**src/rtl/tc_pkg.sv**
```systemverilog
`default_nettype none
// ============================================================================
//  Module      : tc_pkg
//  Description : Types and constants shared by the GEMM tile scheduler and the
//                tensor core control unit. command_t is the 64-bit tile
//                command exchanged over the command port (LSB first:
//                len_m, len_k, len_n, addr_a, addr_b, addr_c, addr_d).
//  Revision    : 1.0 - initial release
// ============================================================================
package tc_pkg;

    // Systolic array tile edge (rows/cols per tile).
    localparam int W = 16;

    // Scratchpad row address width carried by a command.
    localparam int TC_ADDR_W = 10;

    typedef struct packed {
        logic [TC_ADDR_W-1:0] addr_d;
        logic [TC_ADDR_W-1:0] addr_c;
        logic [TC_ADDR_W-1:0] addr_b;
        logic [TC_ADDR_W-1:0] addr_a;
        logic [7:0]           len_n;
        logic [7:0]           len_k;
        logic [7:0]           len_m;
    } command_t;

    typedef enum logic [1:0] {
        ST_IDLE  = 2'd0,
        ST_ISSUE = 2'd1,
        ST_DRAIN = 2'd2,
        ST_DONE  = 2'd3
    } sched_state_t;

endpackage
`default_nettype wire

```
**src/rtl/gemm_tile_scheduler_if.sv**
```systemverilog
`default_nettype none
// ============================================================================
//  Module      : gemm_tile_scheduler_if
//  Description : Command port between the tile scheduler (master) and the
//                tensor core control unit (slave).
//                  cmd_valid / cmd_data / cmd_ready : tile command handshake
//                  done_irq                         : one pulse per finished tile
//  Revision    : 1.0 - initial release
// ============================================================================
interface gemm_tile_scheduler_if;
    import tc_pkg::*;

    logic     cmd_valid;
    command_t cmd_data;
    logic     cmd_ready;
    logic     done_irq;

    modport master (
        output cmd_valid,
        output cmd_data,
        input  cmd_ready,
        input  done_irq
    );

    modport slave (
        input  cmd_valid,
        input  cmd_data,
        output cmd_ready,
        output done_irq
    );

endinterface
`default_nettype wire

```
**src/rtl/tile_addr_gen.sv**
```systemverilog
`default_nettype none
// ============================================================================
//  Module      : tile_addr_gen
//  Description : Walks the (mt, nt) tile grid of one job in row-major order
//                (nt inner) and produces the command for the current tile.
//                Addresses advance with registered adders only and wrap
//                modulo 2^ADDR_WIDTH.
//  Ports       : clk, rst          - clock, synchronous active-high reset
//                i_load            - latch descriptor, point at tile (0,0)
//                i_step            - advance to the next tile
//                i_tiles_m/n, i_last_m/n, i_len_k, i_base_a..d - descriptor
//                o_cmd             - command for the current tile
//                o_is_last         - current tile is the final one of the job
//  Revision    : 1.0 - initial release
// ============================================================================
module tile_addr_gen
    import tc_pkg::*;
#(
    parameter int ADDR_WIDTH           = TC_ADDR_W,
    parameter int SYSTOLIC_ARRAY_WIDTH = W
) (
    input  logic                  clk,
    input  logic                  rst,
    input  logic                  i_load,
    input  logic                  i_step,
    input  logic [7:0]            i_tiles_m,
    input  logic [7:0]            i_tiles_n,
    input  logic [4:0]            i_last_m,
    input  logic [4:0]            i_last_n,
    input  logic [7:0]            i_len_k,
    input  logic [ADDR_WIDTH-1:0] i_base_a,
    input  logic [ADDR_WIDTH-1:0] i_base_b,
    input  logic [ADDR_WIDTH-1:0] i_base_c,
    input  logic [ADDR_WIDTH-1:0] i_base_d,
    output command_t              o_cmd,
    output logic                  o_is_last
);

    localparam logic [ADDR_WIDTH-1:0] c_STEP = ADDR_WIDTH'(SYSTOLIC_ARRAY_WIDTH);
    localparam logic [7:0]            c_W8   = 8'(SYSTOLIC_ARRAY_WIDTH);

    logic [7:0]            r_tiles_m;
    logic [7:0]            r_tiles_n;
    logic [4:0]            r_last_m;
    logic [4:0]            r_last_n;
    logic [7:0]            r_len_k;
    logic [ADDR_WIDTH-1:0] r_base_b;
    logic [7:0]            r_mt;
    logic [7:0]            r_nt;
    logic [ADDR_WIDTH-1:0] r_addr_a;
    logic [ADDR_WIDTH-1:0] r_addr_b;
    logic [ADDR_WIDTH-1:0] r_addr_c;
    logic [ADDR_WIDTH-1:0] r_addr_d;

    logic w_last_row;
    logic w_last_col;

    assign w_last_row = (r_mt == r_tiles_m - 8'd1);
    assign w_last_col = (r_nt == r_tiles_n - 8'd1);
    assign o_is_last  = w_last_row && w_last_col;

    always_ff @(posedge clk) begin
        if (rst) begin
            r_tiles_m <= '0;
            r_tiles_n <= '0;
            r_last_m  <= '0;
            r_last_n  <= '0;
            r_len_k   <= '0;
            r_base_b  <= '0;
            r_mt      <= '0;
            r_nt      <= '0;
            r_addr_a  <= '0;
            r_addr_b  <= '0;
            r_addr_c  <= '0;
            r_addr_d  <= '0;
        end else if (i_load) begin
            r_tiles_m <= i_tiles_m;
            r_tiles_n <= i_tiles_n;
            r_last_m  <= i_last_m;
            r_last_n  <= i_last_n;
            r_len_k   <= i_len_k;
            r_base_b  <= i_base_b;
            r_mt      <= '0;
            r_nt      <= '0;
            r_addr_a  <= i_base_a;
            r_addr_b  <= i_base_b;
            r_addr_c  <= i_base_c;
            r_addr_d  <= i_base_d;
        end else if (i_step) begin
            // C and D are indexed by the linear tile number, so they advance
            // on every tile regardless of row/column position.
            r_addr_c <= r_addr_c + c_STEP;
            r_addr_d <= r_addr_d + c_STEP;
            if (w_last_col) begin
                r_nt     <= '0;
                r_mt     <= r_mt + 8'd1;
                r_addr_a <= r_addr_a + c_STEP;
                r_addr_b <= r_base_b;
            end else begin
                r_nt     <= r_nt + 8'd1;
                r_addr_b <= r_addr_b + c_STEP;
            end
        end
    end

    always_comb begin
        o_cmd        = '0;
        o_cmd.addr_a = r_addr_a;
        o_cmd.addr_b = r_addr_b;
        o_cmd.addr_c = r_addr_c;
        o_cmd.addr_d = r_addr_d;
        o_cmd.len_k  = r_len_k;
        o_cmd.len_m  = w_last_row ? {3'b000, r_last_m} : c_W8;
        o_cmd.len_n  = w_last_col ? {3'b000, r_last_n} : c_W8;
    end

endmodule
`default_nettype wire

```
**src/rtl/gemm_tile_scheduler.sv**
```systemverilog
`default_nettype none
// ============================================================================
//  Module      : gemm_tile_scheduler
//  Description : Splits one GEMM job descriptor into row-major W x W tile
//                commands, pushes them to the control unit command port and
//                limits in-flight tiles using the done_irq completion pulses.
//  Ports       : clk, rst            - clock, synchronous active-high reset
//                i_job_*             - job descriptor with valid/ready
//                o_job_busy/o_job_done - status, one-cycle completion pulse
//                o_tiles_issued      - commands accepted in the current job
//                o_err_spurious      - sticky: done_irq with nothing in flight
//                cmd_if (master)     - cmd_valid/cmd_data/cmd_ready, done_irq
//  Revision    : 1.0 - initial release
// ============================================================================
module gemm_tile_scheduler
    import tc_pkg::*;
#(
    parameter int ADDR_WIDTH           = TC_ADDR_W,
    parameter int SYSTOLIC_ARRAY_WIDTH = W,
    parameter int MAX_OUTSTANDING      = 4
) (
    input  logic                  clk,
    input  logic                  rst,
    input  logic                  i_job_valid,
    output logic                  o_job_ready,
    input  logic [7:0]            i_job_tiles_m,
    input  logic [7:0]            i_job_tiles_n,
    input  logic [4:0]            i_job_last_m,
    input  logic [4:0]            i_job_last_n,
    input  logic [7:0]            i_job_len_k,
    input  logic [ADDR_WIDTH-1:0] i_job_base_a,
    input  logic [ADDR_WIDTH-1:0] i_job_base_b,
    input  logic [ADDR_WIDTH-1:0] i_job_base_c,
    input  logic [ADDR_WIDTH-1:0] i_job_base_d,
    gemm_tile_scheduler_if.master cmd_if,
    output logic                  o_job_busy,
    output logic                  o_job_done,
    output logic [15:0]           o_tiles_issued,
    output logic                  o_err_spurious
);

    localparam logic [3:0] c_MAX_OUT = 4'(MAX_OUTSTANDING);

    sched_state_t r_state;
    sched_state_t w_next_state;

    logic [3:0]  r_outstanding;
    logic [15:0] r_tiles_issued;
    logic        r_err_spurious;

    command_t    w_cmd;
    logic        w_is_last;
    logic        w_accept;
    logic        w_empty;
    logic        w_cmd_valid;
    logic        w_hs;
    logic        w_spurious;

    assign w_accept    = (r_state == ST_IDLE) && i_job_valid;
    assign w_empty     = (i_job_tiles_m == 8'd0) || (i_job_tiles_n == 8'd0);
    // Built only from registered state so it never depends on cmd_ready.
    assign w_cmd_valid = (r_state == ST_ISSUE) && (r_outstanding < c_MAX_OUT);
    assign w_hs        = w_cmd_valid && cmd_if.cmd_ready;
    // A completion coinciding with a handshake is balanced by it, so only a
    // lone done_irq against an empty counter is an error.
    assign w_spurious  = cmd_if.done_irq && !w_hs && (r_outstanding == 4'd0);

    tile_addr_gen #(
        .ADDR_WIDTH           (ADDR_WIDTH),
        .SYSTOLIC_ARRAY_WIDTH (SYSTOLIC_ARRAY_WIDTH)
    ) u_tile_addr_gen (
        .clk       (clk),
        .rst       (rst),
        .i_load    (w_accept),
        .i_step    (w_hs),
        .i_tiles_m (i_job_tiles_m),
        .i_tiles_n (i_job_tiles_n),
        .i_last_m  (i_job_last_m),
        .i_last_n  (i_job_last_n),
        .i_len_k   (i_job_len_k),
        .i_base_a  (i_job_base_a),
        .i_base_b  (i_job_base_b),
        .i_base_c  (i_job_base_c),
        .i_base_d  (i_job_base_d),
        .o_cmd     (w_cmd),
        .o_is_last (w_is_last)
    );

    // State register
    always_ff @(posedge clk) begin
        if (rst) begin
            r_state <= ST_IDLE;
        end else begin
            r_state <= w_next_state;
        end
    end

    // Next-state logic
    always_comb begin
        w_next_state = r_state;
        case (r_state)
            ST_IDLE:  if (i_job_valid) w_next_state = w_empty ? ST_DONE : ST_ISSUE;
            ST_ISSUE: if (w_hs && w_is_last) w_next_state = ST_DRAIN;
            ST_DRAIN: if (r_outstanding == 4'd0) w_next_state = ST_DONE;
            ST_DONE:  w_next_state = ST_IDLE;
            default:  w_next_state = ST_IDLE;
        endcase
    end

    // Outputs
    always_comb begin
        o_job_ready      = (r_state == ST_IDLE);
        o_job_busy       = (r_state != ST_IDLE);
        o_job_done       = (r_state == ST_DONE);
        cmd_if.cmd_valid = w_cmd_valid;
        // Bus reads zero whenever no command is offered.
        cmd_if.cmd_data  = w_cmd_valid ? w_cmd : '0;
        o_tiles_issued   = r_tiles_issued;
        o_err_spurious   = r_err_spurious;
    end

    // In-flight tile counter and job statistics
    always_ff @(posedge clk) begin
        if (rst) begin
            r_outstanding  <= '0;
            r_tiles_issued <= '0;
            r_err_spurious <= 1'b0;
        end else begin
            case ({w_hs, cmd_if.done_irq})
                2'b10:   r_outstanding <= r_outstanding + 4'd1;
                2'b01:   if (r_outstanding != 4'd0) r_outstanding <= r_outstanding - 4'd1;
                default: r_outstanding <= r_outstanding;
            endcase

            if (w_accept) begin
                r_tiles_issued <= '0;
            end else if (w_hs) begin
                r_tiles_issued <= r_tiles_issued + 16'd1;
            end

            if (w_spurious) begin
                r_err_spurious <= 1'b1;
            end else if (w_accept) begin
                r_err_spurious <= 1'b0;
            end
        end
    end

endmodule
`default_nettype wire

```
**src/flat_wrapper.sv**
```systemverilog
// flat-port wrapper written by rule: the top's interface ports become plain ports
module gemm_tile_scheduler_flat import tc_pkg::*;
#(
    parameter int ADDR_WIDTH           = TC_ADDR_W,
    parameter int SYSTOLIC_ARRAY_WIDTH = W,
    parameter int MAX_OUTSTANDING      = 4
)
  (clk, rst, i_job_valid, o_job_ready, i_job_tiles_m, i_job_tiles_n, i_job_last_m, i_job_last_n, i_job_len_k, i_job_base_a, i_job_base_b, i_job_base_c, i_job_base_d, o_job_busy, o_job_done, o_tiles_issued, o_err_spurious, cmd_if_cmd_valid, cmd_if_cmd_data, cmd_if_cmd_ready, cmd_if_done_irq);
  gemm_tile_scheduler_if cmd_if_i ();
  input  logic clk;
  input  logic rst;
  input  logic i_job_valid;
  output logic o_job_ready;
  input  logic [7:0] i_job_tiles_m;
  input  logic [7:0] i_job_tiles_n;
  input  logic [4:0] i_job_last_m;
  input  logic [4:0] i_job_last_n;
  input  logic [7:0] i_job_len_k;
  input  logic [ADDR_WIDTH-1:0] i_job_base_a;
  input  logic [ADDR_WIDTH-1:0] i_job_base_b;
  input  logic [ADDR_WIDTH-1:0] i_job_base_c;
  input  logic [ADDR_WIDTH-1:0] i_job_base_d;
  output logic o_job_busy;
  output logic o_job_done;
  output logic [15:0] o_tiles_issued;
  output logic o_err_spurious;
  output wire logic [$bits(cmd_if_i.cmd_valid)-1:0] cmd_if_cmd_valid;
  output wire logic [$bits(cmd_if_i.cmd_data)-1:0] cmd_if_cmd_data;
  input wire logic [$bits(cmd_if_i.cmd_ready)-1:0] cmd_if_cmd_ready;
  input wire logic [$bits(cmd_if_i.done_irq)-1:0] cmd_if_done_irq;
  assign cmd_if_cmd_valid = cmd_if_i.cmd_valid;
  assign cmd_if_cmd_data = cmd_if_i.cmd_data;
  assign cmd_if_i.cmd_ready = cmd_if_cmd_ready;
  assign cmd_if_i.done_irq = cmd_if_done_irq;
  gemm_tile_scheduler #(.ADDR_WIDTH(ADDR_WIDTH), .SYSTOLIC_ARRAY_WIDTH(SYSTOLIC_ARRAY_WIDTH), .MAX_OUTSTANDING(MAX_OUTSTANDING)) u_core (.clk(clk), .rst(rst), .i_job_valid(i_job_valid), .o_job_ready(o_job_ready), .i_job_tiles_m(i_job_tiles_m), .i_job_tiles_n(i_job_tiles_n), .i_job_last_m(i_job_last_m), .i_job_last_n(i_job_last_n), .i_job_len_k(i_job_len_k), .i_job_base_a(i_job_base_a), .i_job_base_b(i_job_base_b), .i_job_base_c(i_job_base_c), .i_job_base_d(i_job_base_d), .cmd_if(cmd_if_i), .o_job_busy(o_job_busy), .o_job_done(o_job_done), .o_tiles_issued(o_tiles_issued), .o_err_spurious(o_err_spurious));
endmodule
```
**config.mk**
```make
export PLATFORM = sky130hd
export DESIGN_NAME = gemm_tile_scheduler_flat
export DESIGN_NICKNAME = d
export VERILOG_FILES = /design/src/rtl/tc_pkg.sv /design/src/rtl/gemm_tile_scheduler_if.sv /design/src/rtl/tile_addr_gen.sv /design/src/rtl/gemm_tile_scheduler.sv /design/src/flat_wrapper.sv
export SDC_FILE = /design/constraint.sdc
export NUM_CORES = 1
export LEC_CHECK = 0
export ABC_AREA = 1
export BUFFER_PORTS_ARGS = -buffer_cell sky130_fd_sc_hd__clkbuf_2
export CORE_ASPECT_RATIO = 2
export CORE_MARGIN = 8
export CORE_UTILIZATION = 49
export CTS_BUF_LIST = sky130_fd_sc_hd__clkbuf_4 sky130_fd_sc_hd__clkbuf_8 sky130_fd_sc_hd__clkbuf_16
export CTS_CLUSTER_DIAMETER = 200
export DETAILED_ROUTE_END_ITERATION = 8
export GPL_ROUTABILITY_DRIVEN = 1
export GPL_TIMING_DRIVEN = 1
export HOLD_SLACK_MARGIN = 0.02
export PLACE_DENSITY = 0.72
export SLEW_MARGIN = 0
export SYNTH_ARGS = -nofsm -noshare
export SYNTH_HDL_FRONTEND = slang
export SYNTH_HIERARCHICAL = 1
export SYNTH_SLANG_ARGS = --single-unit
```
**constraint.sdc**
```tcl
create_clock -name clk -period 2.5 [get_ports clk]
set_input_delay 0.5 -clock clk [delete_from_list [all_inputs] [get_ports clk]]
set_output_delay 0.5 -clock clk [all_outputs]
set_load 0.005 [all_outputs]
```
### Word-level counts from Yosys, hierarchy flattened

Cells that the tools add are included.
W data, S select, Z words.

| storage, ports and cells | value |
|---|---|
| register bits after elaboration | 123 |
| input port bits | 79 |

| cells by class | value |
|---|---|
| add/subtract/negate cells | 11 |
| magnitude comparators | 1 |
| eq/ne operators | 11 |
| muxes and demuxes | 23 |
| reductions and logical operators | 24 |

Operators by type and width:

| cell | count |
|---|---|
| $mux W10 | 10 |
| $mux W64 | 1 |
| $add A10 B5 Y10 const B | 4 |
| $add A16 B1 Y16 const B | 1 |
| $add A8 B1 Y8 const B | 2 |
| $eq A8 B8 Y1 | 2 |
| $logic_not A8 Y1 | 2 |
| $sub A8 B1 Y8 const B | 2 |
| $mux W5 | 2 |
| $reduce_bool A2 Y1 | 5 |
| $mux W2 | 4 |
| $mux W8 | 1 |
| $pmux W2 S4 | 1 |
| $pmux W4 S2 | 1 |
| $logic_and A1 B1 Y1 | 7 |
| $eq A2 B2 Y1 const B | 3 |
| $reduce_and A2 Y1 | 3 |
| $add A4 B1 Y4 const B | 1 |
| $eq A2 B1 Y1 const B | 2 |
| $logic_not A4 Y1 | 1 |
| $lt A4 B3 Y1 const B | 1 |
| $mux W4 | 1 |
| $ne A2 B1 Y1 const B | 2 |
| $ne A2 B2 Y1 const B | 2 |
| 8 further kinds | 9 |

### Longest topological paths before layout

Gate-level depths: netlist of the first run.

| logic depth | value |
|---|---|
| depth after elaboration | 7 |
| mapped depth | 17 |
| gate-level depth less buffers | 16 |

### Modules after synthesis

The synthesis of the first run kept the hierarchy.

By module, submodules not included:

| module | times used | cells an instance | area each (µm²) |
|---|---|---|---|
| tile_addr_gen | 1 | 688 | 4,949.7 |
| gemm_tile_scheduler | 1 | 332 | 1,878.1 |

### Worst setup path before layout of the first run

Ideal clock, no wire load.

| timing path | value |
|---|---|
| path type | reg2out |
| start | register u_core.u_tile_addr_gen.r_tiles_n[0] |
| end | output cmd_if_cmd_data[20] |
| data arrival time | 1.836 ns |
| path slack | 0.164 ns |
| stages on the path, launching flop included | 15 |
| path buffers | 1 |
| cells stage by stage | dfxtp_1 > inv_1 > ha_1 > inv_1 > nand2_1 > nand2_1 > nand3_1 > inv_1 > nand2_1 > nor2_8 > nand3_4 > buf_6 > or2_1 > inv_1 > nor2_1 |

RTL lines:

| element | RTL line | RTL |
|---|---|---|
| from (decl) | tile_addr_gen.sv:43 | `logic [7:0] r_tiles_n;` |
| from (signal assigned) | tile_addr_gen.sv:78 | `r_tiles_n <= i_tiles_n;` |
| to (decl) | flat_wrapper.sv:28 | `output wire logic [$bits(cmd_if_i.cmd_data)-1:0] cmd_if_cmd_data;` |

==> results_dict.tcl, run 1 <==
set metrics [dict create \
    outcome "finished with violations" \
    violations "negative setup slack" \
    dpl-instance-area_sq_um 7759 \
    fin_util_pct 62.50 \
    overflow 0 \
    max_cap_violations 0 \
    final_max_slew_viol_count 0 \
    clock-sinks 123 \
    power_density_nw_per_um2 950.3 \
    nets 1278 \
    postCtsHoldBufs 0 \
    dieArea_sq_um 18200 \
    drt_wl_total_um 18910 \
    viasPerCell 5.100 \
    clk_path_buf_depth 2 \
    post-route-min-period_ps 2699 \
    dieHeight_um 182.9 \
    postSynthCellCount 1020 \
    critPathLaunchType "register" \
    required_ps 2000 \
    final_common_cell "nor2_1" \
    p_seq_share_pct 32.4 \
    cts_tree "yes" \
    ys_types 49 \
    first_global_vias 6747 \
    row_count 61 \
    internal_power_mw 4.989 \
    antenna_cells 0 \
    antenna_found_initial 0 \
    leakage_nw 4.020 \
    clock_latency_ps 410 \
    switching_share_pct 38.86 \
    maxSlewHeadroom_pct 60.09 \
    clk_pin_slew_worst_paths_ps 60 \
    worst_pin_slew_ps 596.0 \
    preCtsSetupSlack_ps 85.49 \
    yosys_register_bits 123 \
    synth-async-reset-ratio_pct 0 \
    area_delta_synth_final_pct 25.77 \
    final-setup-viol-count 10 \
    hold_viol 0 \
    final_cells 1355 \
    place.gp.congestion 0.8864 \
    worstSetupEndpointType "output pin" \
    timing.final.crit_share_pct 108.0 \
    grt_pass1_wl_um 31340 \
    wl_per_cell_um 13.95 \
    drc 0 \
    htree_levels 4 \
    clockPowerShare_pct 29.5 \
    drt_pre_antenna_iters 5 \
    placed_cells 1312 \
    grt_max_degree 66 \
    numCtsBuffers 17 \
    root_buffer "clkbuf_16" \
    vias 6910 \
    synth_area_sq_um 6828 \
    critical_path.max_fanout 8 \
    arrival_ps 2200 \
    mostFrequentLayoutCells "nor2_1 (174), nand2_1 (158), clkbuf_2 (148)" \
    worst_slack_ps -199.5 \
    hold_slack_ps 311.4 \
    antenna_left 0 \
    avgSynthCellArea_sq_um 6.694 \
    grt_use_total_pct 20.69 \
    comb_power_share_pct 38.1 \
    fp.dieW_um 99.47 \
    switchingPower_mw 3.171 \
    ys_warn_count 6 \
    yosys_most_used_dff "dfxtp_1" \
    design_area_sq_um 8587 \
    fin_worst_skew_ps 11.42 \
    fmax_mhz 370.4 \
    drive_above_1_share_pct 24.62 \
    crit_type "register to output pin" \
    start_util_pct 49.70 \
    port_buffers 157 \
    core-area_sq_um 13740 \
    drt_iter0_markers 362 \
    hpwl_um 13630 \
    ir_drop_mv 0.6449 \
    ys_seq_area_share_pct 36.06 \
    rsz0062_at_grt "yes" \
    synth_edf_count 0 \
    hold_path.class "input pin to register" \
    io_pins 164 \
]
==> critical path, stage by stage, from the launching register on <==
cell,delay [ps]
dfxtp_2,330
inv_2,50
ha_4,180
inv_2,50
nand2_2,40
nand2_2,90
xor2_2,200
nand2_4,90
nor2_8,120
nand3_4,170
or2_1,250
inv_1,50
nor2_1,30
buf_2,130
==> power by group through the flow <==
stage          Clock [mW]  Sequential (mW)  Combinational [mW]
2_1_floorplan           0             2.59                2.12
4_1_cts              2.46             2.63                2.98
3_5_place_dp            0             2.65                2.88
5_1_grt              2.56             2.69                3.49
6_report             2.41             2.64                3.11
3_3_place_gp            0             2.64                2.81
==> path summary, 6_finish.rpt <==
kind | startpoint | end | slack [ps] | depth (start not counted)
setup / recovery | u_core/u_tile_addr_gen/r_tiles_n[0] | cmd_if_cmd_data[20] | -200 | 13
hold / removal | i_job_base_c[2] | u_core/u_tile_addr_gen/r_addr_c[2] | 310 | 3
hold reg to reg | u_core/u_tile_addr_gen/r_last_n[0] | u_core/u_tile_addr_gen/r_last_n[0] | 460 | 2
setup reg to reg | u_core/u_tile_addr_gen/r_tiles_n[0] | u_core/r_state[1] | 40 | 18
==> cell type report <==
cell class | instances | area [sq um]
clock buffers | 21 | 467.9
clock inverters | 11 | 120.1
fillers | 1291 | 5151
inverters | 159 | 604.3
multi-input cells | 698 | 3707
flip-flops and latches | 123 | 2467
well taps | 157 | 196.4
repair buffers | 186 | 1023
==> logic make-up after synthesis <==
group,share of synthesized area [%]
flops,36.06
other cells,0.05492
buf+inv,12.04
compound gates,13.05
xor+xnor,4.618
simple gates,31.61
fa+ha+maj,2.566
==> through the flow <==
stage	total power [mW]	TNS, ps
3_5_place_dp	5.530	0
2_1_floorplan	4.708	0
5_1_grt	8.738	-3036
4_1_cts	8.071	-1454
6_report	8.160	-1551
3_3_place_gp	5.456	0
==> per-layer routing <==
layer / vias up / part of all wire (%) / routed length, um / GRT usage, %
li1: 3536 / - / - / -
met1: 3132 / 43 / 8109 / 24.43
met2: 220 / 50 / 9403 / 35.65
met3: 22 / 5.6 / 1063 / 5.279
met4: 0 / 1.7 / 329 / 6.223
met5: - / 0 / 0 / 0
==> state kept, by name, summed over array words and instances, names as in the netlist, 5 cells and up <==
register	flops
u_core/o_tiles_issued	16
u_core/u_tile_addr_gen/r_addr_a	10
u_core/u_tile_addr_gen/r_addr_b	10
u_core/u_tile_addr_gen/r_addr_c	10
u_core/u_tile_addr_gen/r_addr_d	10
u_core/u_tile_addr_gen/r_base_b	10
u_core/u_tile_addr_gen/r_len_k	8
u_core/u_tile_addr_gen/r_mt	8
u_core/u_tile_addr_gen/r_nt	8
u_core/u_tile_addr_gen/r_tiles_m	8
u_core/u_tile_addr_gen/r_tiles_n	8
u_core/u_tile_addr_gen/r_last_m	5
u_core/u_tile_addr_gen/r_last_n	5
==> timing repair <==
action,4_1_cts,5_1_grt
cloned,0,0
buffers inserted,4,7
endpoints found under the setup margin,10,12
pin swaps,18,16
endpoints found under the hold margin,0,0
gates resized for setup,27,34
==> Yosys cell counts (5+ instances only) <==
cell | count | area (sq um)
buf_2 | 5 | 25.02
ha_1 | 14 | 175.2
buf_4 | 6 | 45.04
clkbuf_1 | 23 | 86.33
o21ai_0 | 75 | 375.4
a21oi_1 | 66 | 330.3
xnor2_1 | 9 | 78.83
nand3b_1 | 9 | 67.56
nand3_1 | 46 | 230.2
nor2_1 | 182 | 683.2
buf_1 | 8 | 30.03
o22ai_1 | 5 | 31.28
a31oi_1 | 5 | 31.28
xor2_1 | 27 | 236.5
nand2_2 | 6 | 37.54
nor3_1 | 11 | 55.05
nand4_1 | 23 | 143.9
inv_1 | 154 | 578.1
dfxtp_1 | 123 | 2462
nand2_1 | 166 | 623.1
No activity file was read; power rests on OpenSTA's default activity.
==> inputs of run 2 (changes only) <==
CELL_PAD_IN_SITES_DETAIL_PLACEMENT = 0   (was not set)
CELL_PAD_IN_SITES_GLOBAL_PLACEMENT = 1   (was not set)
CORE_UTILIZATION = 38   (was 49)
PLACE_DENSITY = 0.79   (was 0.72)
==> run 2 against run 1 <==
Net effect:
- non-clock buffer count grew 3
- wire length grew 16%
- highest routed layer unchanged
- worst setup slack gained 59 ps
- sequential share of layout area shrank 0.47 points
- the run still ends with negative setup slack left
- critical endpoint unchanged
- largest power group unchanged
- clock power grew 11%
- clock-buffer cell count grew 1
- power grew 4.5%
- register-to-register slack gained 140 ps
- die area grew 25%
- global-route usage shrank 1.6 points
- critical path type unchanged
==> results_dict.tcl, run 2 (synthesis results as in run 1) <==
set metrics [dict create \
    fp.dieW_um 110.8 \
    hold_path.class "input pin to register" \
    drc 0 \
    core-area_sq_um 17700 \
    final-setup-viol-count 10 \
    start_util_pct 38.58 \
    fin_worst_skew_ps 14.04 \
    violations "negative setup slack" \
    grt_use_total_pct 19.06 \
    drt_wl_total_um 21980 \
    reg2reg_to "u_core/r_state[1]" \
    cts_tree "yes" \
    post-route-min-period_ps 2640 \
    preCtsSetupSlack_ps 134.2 \
    fmax_mhz 378.8 \
    root_buffer "clkbuf_16" \
    clk_pin_slew_worst_paths_ps 60 \
    vias 6938 \
    drt_iter0_markers 232 \
    clk_path_buf_depth 2 \
    final_max_slew_viol_count 0 \
    wl_per_cell_um 15.55 \
    crit_type "register to output pin" \
    hold_viol 0 \
    antenna_found_initial 0 \
    timing.final.crit_share_pct 105.6 \
    grt_pass1_wl_um 35230 \
    dpl-instance-area_sq_um 7914 \
    clock-sinks 123 \
    reg2reg_depth 17 \
    reg2reg_from "u_core/u_tile_addr_gen/r_tiles_n[1]" \
    antenna_cells 0 \
    grt_max_degree 48 \
    rsz0062_at_grt "yes" \
    htree_levels 4 \
    antenna_left 0 \
    area_delta_synth_final_pct 27.93 \
    place.gp.congestion 0.8683 \
    r2r_setup_slack_ps 180 \
    slowest_delay_ps 340 \
    outcome "finished with violations" \
    clock_latency_ps 410 \
    first_global_vias 7177 \
    worstSetupEndpointType "output pin" \
    worst_slack_ps -140.0 \
    endpoint "cmd_if_cmd_data[20]" \
    ir_drop_mv 0.5494 \
    max_cap_violations 0 \
    critPathLaunchType "register" \
    viasPerCell 4.907 \
    startpoint "u_core/u_tile_addr_gen/r_tiles_n[1]" \
    row_count 69 \
    mostFrequentLayoutCells "nor2_1 (175), nand2_1 (160), clkbuf_2 (152)" \
    setup-tns-final_ps -835.0 \
    overflow 0 \
    slowest_stage "dfxtp_2" \
    numCtsBuffers 17 \
    power_density_nw_per_um2 976.1 \
    arrival_ps 2140 \
    dieArea_sq_um 22770 \
    drt_pre_antenna_iters 5 \
    leakage_nw 4.058 \
    drive_above_1_share_pct 24.56 \
    cp_cell_sequence "inv_2 > ha_4 > inv_2 > nand2_2 > nand2_2 > xor2_2 > nand2_2 > nor2_8 > nand3_4 > or2_1 > inv_1 > nor2_1 > buf_2" \
    dieHeight_um 205.6 \
    hold_slack_ps 308.8 \
    largest_reg_flops 16 \
    fin_util_pct 49.35 \
    critPathMostFrequentCell "nand2_2" \
    postCtsHoldBufs 0 \
    design_area_sq_um 8735 \
    port_buffers 157 \
    io_pins 164 \
    critical_path.max_fanout 6 \
    final_cells 1414 \
    placed_cells 1376 \
    hpwl_um 16860 \
    final_common_cell "nor2_1" \
    power_mw 8.526 \
    nets 1281 \
    fillers 1887 \
    required_ps 2000 \
]
## run 2: cell count changes in the layout (fill, tap and decap cells not counted), moves of 2 or more
cell and change:
bufinv_16 +2, nor2_4 -2, nand2_1 +2, buf_2 -4, clkbuf_2 +4, clkinv_2 -2
buf_12 +2
## run 2: per-layer routing
metal / global-route usage (%) / vias to the layer above / wire length, um
met5: 0 / - / 0
met1: 17.84 / 3219 / 7960
li1: - / 3544 / -
met3: 3.970 / 31 / 939
met2: 38.58 / 144 / 12570
met4: 7.431 / 0 / 513
## run 2: power breakdown
part	total [mW]	switching (mW)	internal (mW)
clock network	2.68	0.908	1.77
logic	3.19	2.03	1.16
registers	2.65	0.307	2.35
total	8.53	3.25	5.28
## run 2: critical path: cells and delay by family, from the launching register on
| family | cells | cell delay, ps |
|---|---|---|
| fa+ha+maj | 1 | 170 |
| buf+inv | 4 | 280 |
| xor+xnor | 1 | 180 |
| simple gates | 7 | 740 |
| flops | 1 | 340 |
## run 2: layout make-up
type	instances	area, sq um	area share [%]
flip-flops and latches	123	2469	28.26
repair buffers	189	1071	12.26
well taps	213	266.5	3.051
clock inverters	10	162.7	1.862
multi-input cells	698	3680	42.13
clock buffers	22	481.7	5.515
inverters	159	604.3	6.919
## run 2: worst min path at each step
| stage | from | to | slack (ps) | cells after the start |
|---|---|---|---|---|
| detailed placement | u_core/o_err_spurious | u_core/o_err_spurious | 440 | 2 |
| global placement | u_core/u_tile_addr_gen/r_last_m[2] | u_core/u_tile_addr_gen/r_last_m[2] | 450 | 2 |
| floorplan | u_core/u_tile_addr_gen/r_last_m[0] | u_core/u_tile_addr_gen/r_last_m[0] | 430 | 2 |
| finish | i_job_len_k[5] | u_core/u_tile_addr_gen/r_len_k[5] | 310 | 3 |
| global route | i_job_len_k[3] | u_core/u_tile_addr_gen/r_len_k[3] | 310 | 3 |
| CTS | i_job_len_k[5] | u_core/u_tile_addr_gen/r_len_k[5] | 300 | 3 |
## run 2: repair_timing
| item | 4_1_cts | 5_1_grt |
|---|---|---|
| setup buffers | 5 | 1 |
| pin swaps | 19 | 8 |
| gates resized for setup | 25 | 25 |
| hold endpoints to repair | 0 | 0 |
| endpoints found under the setup margin | 10 | 15 |
